## src/rtl/fetch_pc_ras.sv

```systemverilog
// rtl/fetch_pc_ras.sv - F-stage fetch PC with redirect priority and circular return-address stack
module fetch_pc_ras #(
    parameter logic [31:0] RESET_PC  = 32'h0000_3000,
    parameter logic [31:0] ADDR_LO   = 32'h0000_3000,
    parameter logic [31:0] ADDR_HI   = 32'h0000_6FFC,
    parameter logic [31:0] EXC_PC    = 32'h0000_4180,
    parameter int          RAS_DEPTH = 4
) (
    input  logic        clk,
    input  logic        rst,
    input  logic        stall,
    input  logic        req,
    input  logic        eret,
    input  logic [31:0] epc,
    input  logic        redirect,
    input  logic [31:0] redirect_pc,
    input  logic        ras_push,
    input  logic [31:0] ras_push_addr,
    input  logic        ras_pop,
    output logic [31:0] pc,
    output logic [31:0] pc_plus4,
    output logic        f_exc_adel,
    output logic [31:0] ras_top,
    output logic        ras_valid
);

    localparam int PW = $clog2(RAS_DEPTH);
    localparam int CW = PW + 1;
    localparam logic [CW-1:0] CNT_FULL = CW'(RAS_DEPTH);

    logic [31:0]   pc_q, pc_d;
    logic [PW-1:0] tp_q, tp_d;
    logic [CW-1:0] cnt_q, cnt_d;
    logic [31:0]   entry_q [RAS_DEPTH];
    logic [31:0]   entry_d [RAS_DEPTH];

    assign pc        = pc_q;
    assign pc_plus4  = pc_q + 32'd4;
    assign ras_top   = entry_q[tp_q];
    assign ras_valid = (cnt_q != '0);

    // Fetch address error: misaligned or outside the legal window, straight off the registered PC
    always_comb begin
        f_exc_adel = (pc_q[1:0] != 2'b00) || (pc_q < ADDR_LO) || (pc_q > ADDR_HI);
    end

    // Next-PC selection: exception, eret, redirect all beat stall; otherwise sequential
    always_comb begin
        pc_d = pc_q + 32'd4;
        if (req) begin
            pc_d = EXC_PC;
        end else if (eret) begin
            pc_d = epc;
        end else if (redirect) begin
            pc_d = redirect_pc;
        end else if (stall) begin
            pc_d = pc_q;
        end
    end

    // RAS update: push+pop replaces the top in place; exception entry empties the stack
    always_comb begin
        tp_d    = tp_q;
        cnt_d   = cnt_q;
        entry_d = entry_q;
        if (req) begin
            tp_d  = '0;
            cnt_d = '0;
        end else if (ras_push && ras_pop) begin
            entry_d[tp_q] = ras_push_addr;
            if (cnt_q == '0) begin
                cnt_d = CW'(1);
            end
        end else if (ras_push) begin
            tp_d          = tp_q + PW'(1);
            entry_d[tp_d] = ras_push_addr;
            if (cnt_q != CNT_FULL) begin
                cnt_d = cnt_q + CW'(1);
            end
        end else if (ras_pop && (cnt_q != '0)) begin
            tp_d  = tp_q - PW'(1);
            cnt_d = cnt_q - CW'(1);
        end
    end

    // PC and stack pointers reset; entry contents are don't-care until pushed
    always_ff @(posedge clk) begin
        if (rst) begin
            pc_q  <= RESET_PC;
            tp_q  <= '0;
            cnt_q <= '0;
        end else begin
            pc_q  <= pc_d;
            tp_q  <= tp_d;
            cnt_q <= cnt_d;
        end
    end

    // Entry storage only changes on a non-reset cycle
    always_ff @(posedge clk) begin
        if (!rst) begin
            entry_q <= entry_d;
        end
    end

endmodule

```

## config.mk

```make
export PLATFORM = sky130hd
export DESIGN_NAME = fetch_pc_ras
export DESIGN_NICKNAME = d
export VERILOG_FILES = /design/src/rtl/fetch_pc_ras.sv
export SDC_FILE = /design/constraint.sdc
export NUM_CORES = 1
export LEC_CHECK = 0
export BUFFER_PORTS_ARGS = -buffer_cell sky130_fd_sc_hd__buf_4
export CAP_MARGIN = 20
export CORE_ASPECT_RATIO = 1.1
export CORE_MARGIN = 4
export CORE_UTILIZATION = 35
export DETAILED_ROUTE_END_ITERATION = 12
export PLACE_DENSITY = 0.66
export REMOVE_ABC_BUFFERS = 1
export SKIP_CTS_REPAIR_TIMING = 1
export SYNTH_ARGS = -nofsm -noshare
export SYNTH_HDL_FRONTEND = slang
export SYNTH_SLANG_ARGS = --single-unit
```

## constraint.sdc

```tcl
create_clock -name clk -period 3.42 [get_ports clk]
set_input_delay 0 -clock clk [delete_from_list [all_inputs] [get_ports clk]]
set_output_delay 0 -clock clk [all_outputs]
set_load 0.02 [all_outputs]
```

Word level (Yosys, flattened, before mapping)
Cells that the tools add are included.
{"block": "classes", "reduce_logical": 16, "n_mux": 22, "order_cmp": 6, "add_sub_neg": 5, "bitwise_logic": 5, "n_eq_ne": 5}
{"operator": "128-bit bitwise mux", "n": 2}
{"operator": "128-bit 2-to-1 mux", "n": 2}
{"operator": "32-bit 2-to-1 mux", "n": 7}
{"operator": "32-bit demux with 2-bit select", "n": 2}
{"operator": "32-bit binary-select mux with 2-bit select", "n": 1}
{"operator": "32-bit by 3-bit adder with 32-bit output (second input constant)", "n": 1}
{"operator": "32-bit by 15-bit greater-than comparator with 1-bit output (second input constant)", "n": 1}
{"operator": "32-bit by 14-bit < comparator with 1-bit output (second input constant)", "n": 1}
{"operator": "15-bit 2-to-1 mux", "n": 1}
{"operator": "3-bit 2-to-1 mux", "n": 5}
{"operator": "3-bit >= comparator (second input constant)", "n": 2}
{"operator": "3-bit by 1-bit < comparator with 1-bit output (second input constant)", "n": 2}
{"operator": "3-bit by 1-bit != test with 1-bit output (second input constant)", "n": 2}
{"operator": "2-bit NOT with 3-bit output", "n": 2}
{"operator": "3-bit AND reduction", "n": 2}
{"operator": "2-bit nonzero test", "n": 3}
{"operator": "3-bit nonzero test", "n": 2}
{"operator": "1-bit logical AND", "n": 4}
{"operator": "2-bit 2-to-1 mux", "n": 2}
{"operator": "4-bit by 1-bit != test with 1-bit output (second input constant)", "n": 1}
{"operator": "3-bit by 1-bit adder with 3-bit output (second input constant)", "n": 1}
{"operator": "3-bit logical NOT", "n": 1}
{"operator": "3-bit != test (second input constant)", "n": 1}
{"operator": "1-bit NOT", "n": 3}
{"operator": "7 further kinds", "n": 8}
{"block": "word_totals", "elab_cells": 67, "reg_bits": 165, "inputBits": 104}

Depth between registers and ports, before layout
{"block": "logic_depth", "depth_word": 9, "depth_mapped": 7, "ltp_nobuf": 6}

Worst setup path before layout
No wires, ideal clock.
{"block": "synth_path", "path_type": "reg2reg", "startpoint": "register, netlist name tp_q[0]", "endpoint": "register entry_q[0] (netlist name), enable pin", "path_slack_ns": 0.205, "n_path_buf": 3, "setup_ns": 0.421, "arrival_time_ns": 2.794, "stages_incl_launch_ff": 8, "cell_sequence": "dfxtp_1 > clkbuf_1 > buf_2 > inv_1 > ha_1 > mux2i_1 > clkbuf_1 > nor2_1"}
{"item": "end signal, assigned", "line_no": "102", "source": "entry_q <= entry_d;"}
{"item": "end, declared", "line_no": "34", "source": "logic [31:0] entry_q [RAS_DEPTH];"}

Worst setup path in the final report
{"block": "layout_path", "startpoint": "register pc_q[6] (netlist: pc[6])", "endpoint": "register pc_q[19] (netlist: pc[19])"}
{"block": "layout_via", "elab_chain_cells": 4}
{"item": "start, declared", "line_no": "31", "source": "logic [31:0] pc_q, pc_d;"}
{"item": "start signal, assigned", "line_no": "93", "source": "pc_q <= pc_d;"}
{"item": "32-bit by 3-bit adder with 32-bit output", "line_no": "49", "source": "pc_d = pc_q + 32'd4;"}
{"item": "32-bit 2-to-1 mux", "line_no": "56", "source": "end else if (stall) begin"}
{"item": "32-bit 2-to-1 mux", "line_no": "54", "source": "end else if (redirect) begin"}
{"item": "32-bit 2-to-1 mux", "line_no": "52", "source": "end else if (eret) begin"}
No other way between the ends. The select of a mux whose other input is x is not followed.
A chain may end at the register's enable or synchronous reset.

==> results_dict.tcl <==
set metrics [dict create \
    outcome "finished, violations left" \
    violations "hold timing" \
    cp_slowest_cell "or4_4" \
    grt_pass1_vias 6692 \
    drive_gt1_share_pct 30.8 \
    grt_pass1_wl_um 38000 \
    p_clk_share_pct 39.6 \
    cts_sinks 165 \
    intPower_mw 3.61 \
    ys_types 64 \
    cts_tree "yes" \
    yosysSeqAreaShare_pct 53.5 \
    floorplan.initialDensity_pct 35.8 \
    seq_area_sq_um 4590 \
    nets 1096 \
    seq_power_share_pct 45.5 \
    min_period_over_period_pct 85.7 \
    critPathMaxStageDelay_ns 0.78 \
    yosysMostFrequentCell "nor2b_1" \
    p_switching_mw 1.33 \
    ys.flop_type "edfxtp_1" \
    port_buffers 201 \
    maxCapViolations 0 \
    syn_inst 728 \
    dp_worst_setup_slack_ns 1.08 \
    postRouteAntennaNets 0 \
    wl_per_cell_um 19.4 \
    worst-path-max-fanout 11 \
    clock_path_buffers 2 \
    synth_common_cells "nor2b_1 (130), edfxtp_1 (128), clkbuf_1 (39), dfxtp_1 (37)" \
    reg2reg_slack_ns 0.49 \
    hold_class "input port to flop" \
    gp_congestion 0.886 \
    worstHoldStart "epc[17]" \
    setup_viol 0 \
    reg2reg_to "pc[19]$_SDFFE_PP0P_" \
    yosys.area.top_type_share_pct 44.8 \
    report.final.hold_viol_count 6 \
    ios 202 \
    cp-start-kind "flop" \
    yosys-top-cells-area "edfxtp_1 (45%), nor2b_1 (9.5%), dfxtp_1 (8.6%)" \
    vdd_drop_max_mv 0.262 \
    syn_area_per_cell_sq_um 11.8 \
    path_cells "nand4_1 -> or4_4 -> o21a_1 -> o21ai_0 -> a31oi_1 -> dlygate4sd3_1" \
    path_class "flop to flop" \
    end_kind "flop" \
    synth_area_sq_um 8570 \
    final.setup_skew_ns 0.0128 \
    arrival_ns 3.25 \
    fin_crit_ns 2.93 \
    finalPower_mw 4.94 \
    slew_violations 0 \
    drc_errors 0 \
    max_freq_mhz 341 \
    die_w_um 157 \
    dp_hpwl_um 17000 \
    overflow 0 \
    timing.rr.start "pc[6]$_SDFFE_PP0P_" \
    hold_depth 3 \
    ys_seq_elements 165 \
    drt_wl_total_um 25200 \
    yosysWarnings 0 \
    reg2reg_depth 6 \
    clock_latency_ns 0.43 \
    worstMarginPinSlew_ns 0.632 \
    rsz0062_at_grt "no" \
    p_comb_share_pct 14.9 \
    cts_buffers 17 \
    clk_pin_slew_ns 0.07 \
    fin_util_pct 49.3 \
    num_vias 6821 \
    cts-root-buf "clkbuf_16" \
    slew_headroom_pct 57.7 \
    antennaDiodeCount 0 \
    routed_via_density 5.24 \
    crit_buf_inv 1 \
    synthArstFlopShare_pct 0 \
    antenna_found_initial 0 \
    synth_edf_count 128 \
    hold_end "pc[17]$_SDFFE_PP0P_" \
    synth_top_area_cell "edfxtp_1" \
    fp.coreArea_sq_um 23900 \
    whs_ns -0.0372 \
    dieArea_sq_um 27100 \
    worst_slack_ns 0.488 \
    area_growth_pct 37.5 \
    swShare_pct 27.0 \
    grt_max_degree 34 \
    die_height_um 172 \
    grtUsageTotal_pct 18.3 \
    p_leak_nw 4.55 \
    cts_max_level 4 \
    crit_family "simple AND/OR/NAND/NOR gates" \
    n_fill_cell 2172 \
    first_iter_violations 373 \
    required_ns 3.73 \
    p_per_area_nw_per_um2 419 \
    rows 59 \
    multi_input_area_sq_um 3780 \
    firstDrtPassIters 5 \
    fin_setup_tns_ns 0 \
]
-- registers in the layout, summed over array words and instances (netlist names) --
signal / cells
pc: 32
entry_q: 128
cnt_q: 3
tp_q: 2
-- layout make-up --
cell class | instances | area share, %
Inverter | 14 | 0.446
Clock buffer | 17 | 3.61
Multi-Input combinational cell | 494 | 32.1
Clock inverter | 15 | 1.49
Sequential cell | 165 | 38.9
Timing Repair Buffer | 292 | 20.2
Tap cell | 305 | 3.24
-- metal layers --
layer  GRT usage (%)  wire length (um)
met2            32.1             12700
met4            5.54               507
met1            22.0              9890
met3            5.23              2080
met5               0                 0
-- cells by family (layout without fill, tap and decap cells) --
kind of cell / Yosys count / in the layout / share of synthesized area (%)
adder cells (fa/ha/maj): 8 / 8 / 1.26
AND/OR/NAND/NOR: 282 / 282 / 19.4
flip-flops: 165 / 165 / 53.5
multiplexers: 42 / 42 / 9.59
AO/OA/AOI/OAI: 125 / 125 / 9.23
XOR/XNOR: 37 / 37 / 3.78
buffers and inverters: 69 / 338 / 3.30
-- placed cells by master (no fill, tap or decap), drive strengths merged, types with 10 or more instances in the layout --
| master | instances |
|---|---|
| dfxtp | 37 |
| nor2b | 130 |
| buf | 217 |
| inv | 24 |
| edfxtp | 128 |
| nor2 | 35 |
| mux4 | 32 |
| o21ai | 33 |
| xnor2 | 20 |
| nand4 | 10 |
| dlygate4sd3 | 75 |
| clkbuf | 17 |
| nor4 | 13 |
| xor2 | 17 |
| nand2 | 30 |
| nor3 | 13 |
| a21oi | 35 |
| nand3 | 21 |
-- worst register-to-register path: stages, from the launching register on --
cell and delay (ns):
dfxtp_1 0.48, nand4_1 0.56, or4_4 0.78, o21a_1 0.20, o21ai_0 0.15, a31oi_1 0.10
dlygate4sd3_1 0.56
-- power by group through the flow --
stage	Clock, mW	Sequential (mW)	Combinational (mW)
6_report	1.96	2.25	0.735
4_1_cts	2.00	2.25	0.665
3_5_place_dp	0	2.29	0.663
5_1_grt	2.09	2.25	0.791
2_1_floorplan	0	2.31	0.297
3_3_place_gp	0	2.29	0.659
-- how the worst max path moves through the flow --
stage | slack, ns | endpoint | cells after the start | startpoint
CTS | 0.62 | pc_plus4[19] | 5 | pc[6]$_SDFFE_PP0P_
detailed placement | 1.08 | pc[28]$_SDFFE_PP0P_ | 5 | pc[6]$_SDFFE_PP0P_
floorplan | -1.45 | entry_q[0]$_DFFE_PP_ | 4 | tp_q[0]$_SDFFE_PP0P_
finish | 0.49 | pc[19]$_SDFFE_PP0P_ | 6 | pc[6]$_SDFFE_PP0P_
global placement | 1.10 | pc[19]$_SDFFE_PP0P_ | 5 | pc[6]$_SDFFE_PP0P_
global route | 0.31 | pc[30]$_SDFFE_PP0P_ | 6 | pc[6]$_SDFFE_PP0P_
-- metrics by stage --
stage | area [sq um] | instances
floorplan | 8340 | 673
global placement | 10400 | 1195
detailed placement | 10400 | 1195
CTS | 11000 | 1227
global route | 11800 | 1302
finish | 11800 | 1302
(Power assumes the default switching activity.)
